`config.mk`:
```
export PLATFORM = sky130hd
export DESIGN_NAME = arithmetic_unit_flat
export DESIGN_NICKNAME = d
export VERILOG_FILES = /design/src/rtl/arithmetic_unit_if.sv /design/src/rtl/arithmetic_unit.sv /design/src/flat_wrapper.sv
export SDC_FILE = /design/constraint.sdc
export NUM_CORES = 1
export LEC_CHECK = 0
export CAP_MARGIN = 10
export CORE_MARGIN = 4
export CORE_UTILIZATION = 40
export DETAILED_ROUTE_END_ITERATION = 10
export PLACE_DENSITY = 0.74
export SYNTH_ARGS = -nofsm -noshare
export SYNTH_HDL_FRONTEND = slang
export SYNTH_SLANG_ARGS = --single-unit
export TNS_END_PERCENT = 1
```
`constraint.sdc`:
```
create_clock -name clk -period 3.8 [get_ports clk]
set_input_delay 0.38 -clock clk [delete_from_list [all_inputs] [get_ports clk]]
set_output_delay 0.38 -clock clk [all_outputs]
set_load 0.05 [all_outputs]
```
`src/rtl/arithmetic_unit_if.sv`:
```
// Operand/result bundle for the arithmetic unit.
//
// master : drives in_valid, A, B, S; observes result and flags.
// slave  : the arithmetic unit; consumes operands, drives result and flags.
//
// Signals:
//   in_valid  operands and S are valid this cycle
//   A, B      operands (B ignored for increment/decrement)
//   S         operation select: 00 add, 01 sub, 10 inc, 11 dec
//   result    registered result
//   carry     carry out (add/inc) or borrow (sub/dec)
//   overflow  signed two's-complement overflow
//   zero      result == 0
//   negative  result MSB
//   out_valid outputs hold a fresh result this cycle
interface arithmetic_unit_if #(
    parameter int unsigned WIDTH = 4
);
    logic             in_valid;
    logic [WIDTH-1:0] A;
    logic [WIDTH-1:0] B;
    logic [1:0]       S;
    logic [WIDTH-1:0] result;
    logic             carry;
    logic             overflow;
    logic             zero;
    logic             negative;
    logic             out_valid;

    modport master (
        output in_valid,
        output A,
        output B,
        output S,
        input  result,
        input  carry,
        input  overflow,
        input  zero,
        input  negative,
        input  out_valid
    );

    modport slave (
        input  in_valid,
        input  A,
        input  B,
        input  S,
        output result,
        output carry,
        output overflow,
        output zero,
        output negative,
        output out_valid
    );
endinterface

```
`src/rtl/arithmetic_unit.sv`:
```
// Registered arithmetic unit: add, subtract, increment and decrement with
// carry/borrow, signed overflow, zero and negative flags. One cycle latency,
// no backpressure; every output comes straight from a flop.
//
// Ports:
//   clk  system clock, rising edge
//   rst  synchronous active-high reset; clears all outputs, wins over in_valid
//   bus  arithmetic_unit_if slave modport (operands in, result/flags out)
module arithmetic_unit #(
    parameter int unsigned WIDTH = 4
) (
    input  logic              clk,
    input  logic              rst,
    arithmetic_unit_if.slave  bus
);

    // Second operand after operation decode; inc/dec substitute the constant 1.
    logic [WIDTH-1:0] opb;
    logic             subtract;

    // One extra bit so the carry/borrow falls out of the arithmetic directly.
    logic [WIDTH:0]   ext;
    logic [WIDTH-1:0] res_d;
    logic             carry_d;
    logic             overflow_d;
    logic             zero_d;
    logic             negative_d;

    logic             a_msb;
    logic             b_msb;
    logic             r_msb;

    logic [WIDTH-1:0] result_q;
    logic             carry_q;
    logic             overflow_q;
    logic             zero_q;
    logic             negative_q;
    logic             valid_q;

    // Plain case: S may be X while in_valid is low, which must not trip
    // uniqueness checks.
    always_comb begin
        opb      = bus.B;
        subtract = 1'b0;
        case (bus.S)
            2'b00: begin
                opb      = bus.B;
                subtract = 1'b0;
            end
            2'b01: begin
                opb      = bus.B;
                subtract = 1'b1;
            end
            2'b10: begin
                opb      = WIDTH'(1);
                subtract = 1'b0;
            end
            2'b11: begin
                opb      = WIDTH'(1);
                subtract = 1'b1;
            end
            default: begin
                opb      = bus.B;
                subtract = 1'b0;
            end
        endcase
    end

    // For subtraction the top bit of the zero-extended difference is set
    // exactly when A < opb unsigned, i.e. the borrow.
    always_comb begin
        if (subtract) begin
            ext = {1'b0, bus.A} - {1'b0, opb};
        end else begin
            ext = {1'b0, bus.A} + {1'b0, opb};
        end
    end

    assign res_d   = ext[WIDTH-1:0];
    assign carry_d = ext[WIDTH];

    assign a_msb = bus.A[WIDTH-1];
    assign b_msb = opb[WIDTH-1];
    assign r_msb = res_d[WIDTH-1];

    // Signed overflow: the result sign disagrees with A when the effective
    // operands (B negated for subtraction) share A's sign.
    always_comb begin
        overflow_d = 1'b0;
        if (subtract) begin
            overflow_d = (a_msb != b_msb) && (r_msb != a_msb);
        end else begin
            overflow_d = (a_msb == b_msb) && (r_msb != a_msb);
        end
    end

    assign zero_d     = (res_d == '0);
    assign negative_d = r_msb;

    // Result and flags load only on in_valid, so X operands while idle never
    // reach the outputs.
    always_ff @(posedge clk) begin
        if (rst) begin
            result_q   <= '0;
            carry_q    <= 1'b0;
            overflow_q <= 1'b0;
            zero_q     <= 1'b0;
            negative_q <= 1'b0;
            valid_q    <= 1'b0;
        end else begin
            valid_q <= bus.in_valid;
            if (bus.in_valid) begin
                result_q   <= res_d;
                carry_q    <= carry_d;
                overflow_q <= overflow_d;
                zero_q     <= zero_d;
                negative_q <= negative_d;
            end
        end
    end

    assign bus.result    = result_q;
    assign bus.carry     = carry_q;
    assign bus.overflow  = overflow_q;
    assign bus.zero      = zero_q;
    assign bus.negative  = negative_q;
    assign bus.out_valid = valid_q;

endmodule

```
`src/flat_wrapper.sv`:
```
// flat-port wrapper written by rule: the top's interface ports become plain ports
module arithmetic_unit_flat 
#(
    parameter int unsigned WIDTH = 4
)
  (clk, rst, bus_in_valid, bus_A, bus_B, bus_S, bus_result, bus_carry, bus_overflow, bus_zero, bus_negative, bus_out_valid);
  arithmetic_unit_if #(.WIDTH(WIDTH)) bus_i ();
  input  logic clk;
  input  logic rst;
  input wire logic [$bits(bus_i.in_valid)-1:0] bus_in_valid;
  input wire logic [$bits(bus_i.A)-1:0] bus_A;
  input wire logic [$bits(bus_i.B)-1:0] bus_B;
  input wire logic [$bits(bus_i.S)-1:0] bus_S;
  output wire logic [$bits(bus_i.result)-1:0] bus_result;
  output wire logic [$bits(bus_i.carry)-1:0] bus_carry;
  output wire logic [$bits(bus_i.overflow)-1:0] bus_overflow;
  output wire logic [$bits(bus_i.zero)-1:0] bus_zero;
  output wire logic [$bits(bus_i.negative)-1:0] bus_negative;
  output wire logic [$bits(bus_i.out_valid)-1:0] bus_out_valid;
  assign bus_i.in_valid = bus_in_valid;
  assign bus_i.A = bus_A;
  assign bus_i.B = bus_B;
  assign bus_i.S = bus_S;
  assign bus_result = bus_i.result;
  assign bus_carry = bus_i.carry;
  assign bus_overflow = bus_i.overflow;
  assign bus_zero = bus_i.zero;
  assign bus_negative = bus_i.negative;
  assign bus_out_valid = bus_i.out_valid;
  arithmetic_unit #(.WIDTH(WIDTH)) u_core (.clk(clk), .rst(rst), .bus(bus_i));
endmodule
```
After elaboration in Yosys (flattened, before gate mapping)
Index checks and enable logic that the tools add are counted.
{"block": "totals", "reg_bits": 9, "in_bits": 13, "out_inout_bits": 9, "word_cells": 26}
{"block": "classes", "addsub": 2, "eq_ne": 6, "muxes": 4, "n_reduce_logical": 8}
{"operator": "$pmux W4 S2", "count": 1}
{"operator": "$reduce_or A2 Y1", "count": 4}
{"operator": "$add A4 B4 Y5", "count": 1}
{"operator": "$mux W5", "count": 1}
{"operator": "$sub A4 B4 Y5", "count": 1}
{"operator": "$eq A2 B2 Y1 const B", "count": 2}
{"operator": "$logic_not A4 Y1", "count": 1}
{"operator": "$eq A2 B1 Y1 const B", "count": 1}
{"operator": "$logic_and A1 B1 Y1", "count": 2}
{"operator": "$logic_not A2 Y1", "count": 1}
{"operator": "$ne A1 B1 Y1", "count": 2}
{"operator": "$pmux W1 S2", "count": 1}
{"operator": "$eq A1 B1 Y1", "count": 1}
{"operator": "$mux W1", "count": 1}

Longest topological paths before layout
Gate-level depths: netlist of the first run.
{"block": "depth", "depth_word": 8, "ltp_mapped": 10}

Least setup slack after synthesis of the first run
OpenSTA, ideal clock, no wires.
{"block": "synth_timing", "kind": "input port to flip-flop", "from": "input bus_B[0]", "to": "register u_core.overflow_q (netlist: u_core.bus.overflow)", "setup_time_ns": 0.091, "arrival_ns": 2.519, "t_required_ns": 3.709, "setup_slack_ns": 1.190, "cell_stages": 10, "path_cell_list": "or2_2 -> inv_1 -> ha_1 -> mux2_2 -> inv_1 -> ha_1 -> and3b_1 -> or3_4 -> a211o_1 -> a311oi_1"}
{"block": "synth_between", "elab_chain_len": 6}
{"item": "start: declaration", "line_no": "flat_wrapper.sv:12", "text": "input wire logic [$bits(bus_i.B)-1:0] bus_B;"}
{"item": "$pmux W4 S2 (*)", "line_no": "arithmetic_unit.sv:45", "text": "case (bus.S)"}
{"item": "$add A4 B4 Y5 or $sub A4 B4 Y5 (tied branches)", "line_no": "arithmetic_unit.sv:75, arithmetic_unit.sv:73"}
{"item": "$mux W5 (*)", "line_no": "arithmetic_unit.sv:72", "text": "if (subtract) begin"}
{"item": "$ne A1 B1 Y1 (*)", "line_no": "arithmetic_unit.sv:91, arithmetic_unit.sv:93"}
{"item": "$logic_and A1 B1 Y1 (on tied branches)", "line_no": "arithmetic_unit.sv:93, arithmetic_unit.sv:91"}
{"item": "$mux W1 (*)", "line_no": "arithmetic_unit.sv:90", "text": "if (subtract) begin"}
{"item": "end signal: assignment", "line_no": "arithmetic_unit.sv:115", "text": "overflow_q <= overflow_d;"}
{"item": "end: declaration", "line_no": "arithmetic_unit.sv:35", "text": "logic overflow_q;"}
Mark *: on every way between the ends. The rest lies on a longest branch, timed or not.
A chain may end at the register's enable or synchronous reset.

Worst setup path in the final report of the first run
{"block": "layout_timing", "from": "input bus_S[1]", "to": "register u_core.overflow_q (netlist: u_core.bus.overflow)"}
{"block": "layout_between", "elab_chain_len": 8}
{"item": "start: declaration", "line_no": "flat_wrapper.sv:13", "text": "input wire logic [$bits(bus_i.S)-1:0] bus_S;"}
{"item": "$eq A2 B2 Y1 (tied with other cells)", "line_no": "arithmetic_unit.sv:45"}
{"item": "$reduce_or A2 Y1 (no source line)"}
{"item": "$pmux W4 S2", "line_no": "arithmetic_unit.sv:45"}
{"item": "$add A4 B4 Y5 or $sub A4 B4 Y5 (tied branches)", "line_no": "arithmetic_unit.sv:75, arithmetic_unit.sv:73"}
{"item": "$mux W5", "line_no": "arithmetic_unit.sv:72"}
{"item": "$ne A1 B1 Y1", "line_no": "arithmetic_unit.sv:91, arithmetic_unit.sv:93"}
{"item": "$logic_and A1 B1 Y1 (on tied branches)", "line_no": "arithmetic_unit.sv:93, arithmetic_unit.sv:91"}
{"item": "$mux W1 (*)", "line_no": "arithmetic_unit.sv:90"}
Marks and branches as above.

==> run metrics, run 1 <==
syn nets=88; status=completed; Placement Setup Slack=0.534 ns; first-pass GRT wire length=1.85 mm; Placement Cell Area=788 µm²; Slew HR=66.8%; HPWL Detailed=967 µm; Vias=548; RSZ-0062 raised after global routing=false; async set-or-reset flop fraction in the synthesized netlist=0%; Core Util, Final=60.8%; #FFs+latches synth=8; DIE HEIGHT=46.0 µm; Initial DRC Count=9; Max Cap Viol=0; vias per inst=5.27; top cells by count, synth=8 x dfxtp_1, 7 x inv_1, 6 x nor2_1; part of the Yosys area used for sequential elements=27.7%; delay of the slowest critical-path stage=0.50 ns; vias in the first global route=511; Final nets=110; critical-path maximum fanout=7; CTS Buf Count=3; Post-synth EDFFs=0; worst slew pin tran=0.497 ns; initial core utilization=43.3%; Synth Instances=69; setup_tns=0 ns; crit-path cells=clkdlybuf4s50_1 -> or2_2 -> inv_1 -> ha_1 -> mux2_2 -> inv_1 -> ha_1 -> and3b_1 -> or3_4 -> a211o_1 -> a311oi_1; IO Port Bufs=21; slowest CP cell=clkdlybuf4s50_1; clock sinks=8; drc violations=0; row cnt=13; clk slew on worst S/H paths=0.05 ns; initial antenna violation count=0; critical path arrival=3.16 ns; clk_skew=0 ns; Cell Area, Synth=578 µm²; routed wire length per instance=10.8 µm; drt first pass iters=3; number of diodes=0; clk_lat worst skew=0.25 ns; Finish-stage setup viols=0; GRT overflow=0; CTS-repair resized insts=0; layout cells sized above 1=8.99%; GRT Util Overall=12.0%; Design Power=280 µW; P_leak=0.000333 µW; ys flop type=dfxtp_1; Area growth syn-to-layout=40.3%; Design Area, Final=811 µm²; critical path capture point type=flip-flop; final count of hold timing violations=0; Post-CTS Setup Inserts=0; Post-DRT Antenna Nets=0; routability cong.=0.710; startpoint types=input port; Final Cycle Share=79.2%; main area contributors after synthesis=dfxtp_1 28%, ha_1 11%, nor2b_1 5.4%, inv_1 4.5%, xnor2_1 4.5%; Top delay family on crit path=simple AND/OR/NAND/NOR gates; Synth area leader=dfxtp_1; setup ws final=0.792 ns; CTS Root Cell=clkbuf_4; CP Class=input port to flip-flop; largest net degree at the start of global routing=15; max-slew violations=0; WP buf/inv=3; Hold WC Path Type=flip-flop to flip-flop; die area=2120 µm²; final wirelength=1.13 mm; CTS tree=done; syn_area_per_cell=8.38 µm²; clock buffer depth=2; most frequent cell after synthesis=dfxtp_1; H-tree lvl count=1; top-area cell type share of the netlist area=27.7%; Final Critical Period=3.01 ns; Pwr per Cell Area=345 nW/µm²; Critical Path RT=3.96 ns; synth warn=0; Die W=46.0 µm; area of the core=1330 µm²; num ports=22; count of cell types in the netlist=30; VDD IR-drop max=0.113 mV; Hold-fix buffers, CTS=0; Achievable Freq=332 MHz
-- per-stage QoR --
stage | hold slack (ns) | cells
global route | 0.516 | 104
CTS | 0.484 | 104
floorplan | 0.557 | 69
detailed placement | 0.468 | 101
finish | 0.480 | 104
global placement | 0.461 | 101
-- cells in the final DEF, fill, tap and decap left out, types with 2 or more instances in the layout --
master,synthesis,routed
clkbuf_4,0,3
nor2_1,6,6
clkdlybuf4s50_1,0,21
a311oi_1,2,2
a211oi_1,2,2
o21ai_0,3,3
xnor2_1,3,3
nand2b_1,2,2
nand3_1,2,2
inv_1,7,7
ha_1,5,5
a21oi_1,5,5
dfxtp_1,8,8
nor2b_1,5,5
-- area by class of cell --
| cell class | count | area (µm²) |
|---|---|---|
| well taps | 15 | 18.8 |
| inverters | 7 | 26.3 |
| repair buffers | 21 | 210 |
| fillers | 138 | 523 |
| flip-flops and latches | 8 | 160 |
| multi-input cells | 50 | 373 |
| clock buffers | 3 | 22.5 |
-- report_power, final --
group / switching [µW] / leakage, µW / internal [µW] / total [µW]
Clock: 27.5 / 0.0000138 / 36.0 / 63.6
Sequential: 3.71 / 0.0000662 / 91.6 / 95.3
Combinational: 67.5 / 0.000253 / 53.4 / 121
-- layer usage --
| layer | vias up | part of all wire [%] | wire length (µm) | GRT usage (%) |
|---|---|---|---|---|
| met2 | 19 | 51 | 574 | 20.9 |
| met3 | 2 | 7.5 | 85 | 2.77 |
| met4 | 0 | 0.89 | 10 | 8.52 |
| met1 | 247 | 40 | 455 | 12.4 |
| li1 | 280 | - | - | - |
| met5 | - | 0 | 0 | 0 |
-- state kept, by name (all words and copies together), names as in the netlist --
register / count
u_core.bus.result: 4
u_core.bus.out_valid: 1
u_core.bus.zero: 1
u_core.bus.overflow: 1
u_core.bus.carry: 1
-- worst register-to-register path: stages, from the launching register on --
cell and delay (ns):
dfxtp_1 0.33, nor2_1 0.04, a311oi_1 0.26
-- kinds of logic after synthesis --
kind of cell | synth area share [%]
compound gates | 19.9
xor+xnor | 4.55
fa+ha+maj | 14.3
buf+inv | 7.79
flops | 27.7
mux | 3.68
simple gates | 22.1
-- worst paths after layout --
check	startpoint	end	slack, ns	cells past startpoint
setup / recovery	bus_S[1]	u_core.bus.overflow	0.79	11
hold / removal	u_core.bus.result[1]	u_core.bus.result[1]	0.48	2
setup reg to reg	u_core.bus.overflow	u_core.bus.overflow	3.07	2
hold reg to reg	u_core.bus.result[1]	u_core.bus.result[1]	0.48	2
Note: power is estimated with default switching activity, not from simulation.
==> inputs of run 2 (changes only) <==
Clock period 3.8 ns to 2.85 ns, I/O delays scaled along.
==> run 2 against run 1 <==
Final area rose by 9.1%. Register-to-register slack got worse by 0.92 ns. Critical path depth did not move. Power rose by 39%. Die area did not move. Global-route usage rose by 1.3 points. Core utilization rose by 5.5 points. Critical path type unchanged. Largest power group unchanged. Highest routed layer unchanged.
==> run metrics, run 2 (synthesis gave the netlist of run 1 again) <==
CTS Root Cell=clkbuf_4; Clock Power Share=21.5%; Post-CTS Setup Inserts=0; area of the core=1330 µm²; startpoint types=input port; Final Critical Period=2.69 ns; max-slew violations=0; WP buf/inv=3; final wirelength=1.14 mm; routability cong.=0.701; clock buffer depth=2; VDD IR-drop max=0.159 mV; number of diodes=0; Vias=560; status=completed; vias in the first global route=552; setup_tns=0 ns; first-pass GRT wire length=2.01 mm; layout cells sized above 1=18.4%; RSZ-0062 raised after global routing=false; setup ws final=0.158 ns; drt first pass iters=4; GRT Util Overall=13.3%; DIE HEIGHT=46.0 µm; clk_skew=0 ns; crit path capture=u_core.bus.overflow; Hold-fix buffers, CTS=0; Combinational Power Share=46.0%; CP Depth=11; routed wire length per instance=10.1 µm; Die W=46.0 µm; FF-to-FF End=u_core.bus.overflow; delay of the slowest critical-path stage=0.43 ns; vias per inst=4.96; clock sinks=8; crit-path cells=clkdlybuf4s50_1 -> or2_2 -> inv_1 -> ha_1 -> mux2_2 -> inv_1 -> ha_1 -> and3b_1 -> or3_4 -> a211o_1 -> a311oi_2; CTS tree=done; final count of hold timing violations=0; Final Cycle Share=94.5%; critical path capture point type=flip-flop; Initial DRC Count=5; clk slew on worst S/H paths=0.05 ns; Design Power=390 µW; Slew HR=66.3%; Reg2Reg Depth=2; Post-DRT Antenna Nets=0; R2R setup slack=2.15 ns; CTS-repair resized insts=0; internal power=256 µW; leading cell type in the layout, fill and taps excluded=clkdlybuf4s50_1; drc violations=0; largest net degree at the start of global routing=15; Area growth syn-to-layout=53.0%; commonest cells after routing, fill and taps aside=21 x clkdlybuf4s50_1, 9 x buf_4, 8 x dfxtp_1; CP Class=input port to flip-flop; slowest CP cell=clkdlybuf4s50_1; max reg flops=4; initial antenna violation count=0; Top delay family on crit path=simple AND/OR/NAND/NOR gates; Placement Setup Slack=-0.161 ns; critical-path maximum fanout=3; Critical Path RT=3.01 ns; num ports=22; RR Startpoint=u_core.bus.overflow; worst hold slack=0.468 ns; Worst Setup SP=bus_S[1]; Pwr per Cell Area=440 nW/µm²; Cells after DPL=110; H-tree lvl count=1; HPWL Detailed=979 µm; IO Port Bufs=21; critical path arrival=2.86 ns; initial core utilization=43.3%; die area=2120 µm²; clk_lat worst skew=0.25 ns; P_leak=0.000377 µW; Achievable Freq=371 MHz; Finish-stage setup viols=0; part of the power in registers=32.6%; Max Cap Viol=0; sw frac=34.2%; GRT overflow=0; CTS Buf Count=3; Net Switching=133 µW; row cnt=13; worst slew pin tran=0.503 ns; final std cells w/o fill=113; Hold WC Path Type=flip-flop to flip-flop; Final nets=119
-- run 2: worst min path at each step --
stage | slack [ns] | cells past startpoint | end | from
6_report | 0.47 | 2 | u_core.bus.zero | u_core.bus.zero
5_1_grt | 0.51 | 2 | u_core.bus.carry | u_core.bus.carry
4_1_cts | 0.47 | 2 | u_core.bus.zero | u_core.bus.zero
3_5_place_dp | 0.46 | 2 | u_core.bus.zero | u_core.bus.zero
3_3_place_gp | 0.46 | 2 | u_core.bus.zero | u_core.bus.zero
2_1_floorplan | 0.46 | 2 | u_core.bus.zero | bus_in_valid
-- run 2: worst reg2reg max path: cells and delay by family (launching register included) --
kind | cells | cell delay [ns]
compound gates | 1 | 0.24
flops | 1 | 0.33
simple gates | 1 | 0.05
-- run 2: through the flow --
| stage | area [µm²] | utilization (%) |
|---|---|---|
| 2_1_floorplan | 578 | - |
| 3_3_place_gp | 856 | 64.2 |
| 3_5_place_dp | 856 | 64.2 |
| 4_1_cts | 878 | 65.9 |
| 5_1_grt | 885 | 66.3 |
| 6_report | 885 | 66.3 |
-- run 2: cell type report --
| class | instances | area (µm²) |
|---|---|---|
| Sequential cell | 8 | 160 |
| Multi-Input combinational cell | 50 | 379 |
| Fill cell | 124 | 449 |
| Tap cell | 15 | 18.8 |
| Inverter | 7 | 26.3 |
| Clock buffer | 3 | 22.5 |
| Timing Repair Buffer | 30 | 278 |
-- run 2: routing by layer --
layer  part of all wire, %  vias up  wire, µm  global-route usage [%]
met5                     0        -         0                       0
met4                   3.9        0        45                    10.2
met3                   6.4        4        73                    2.37
met2                    49       21       560                    23.9
met1                    40      236       460                    13.1
li1                      -      299         -                       -
-- run 2: power by group through the flow --
| stage | Combinational, µW | Sequential (µW) | Clock [µW] |
|---|---|---|---|
| CTS | 180 | 127 | 85.9 |
| global route | 196 | 128 | 90.3 |
| global placement | 177 | 129 | 0 |
| floorplan | 77.0 | 164 | 0 |
| detailed placement | 179 | 129 | 0 |
| finish | 179 | 127 | 83.6 |
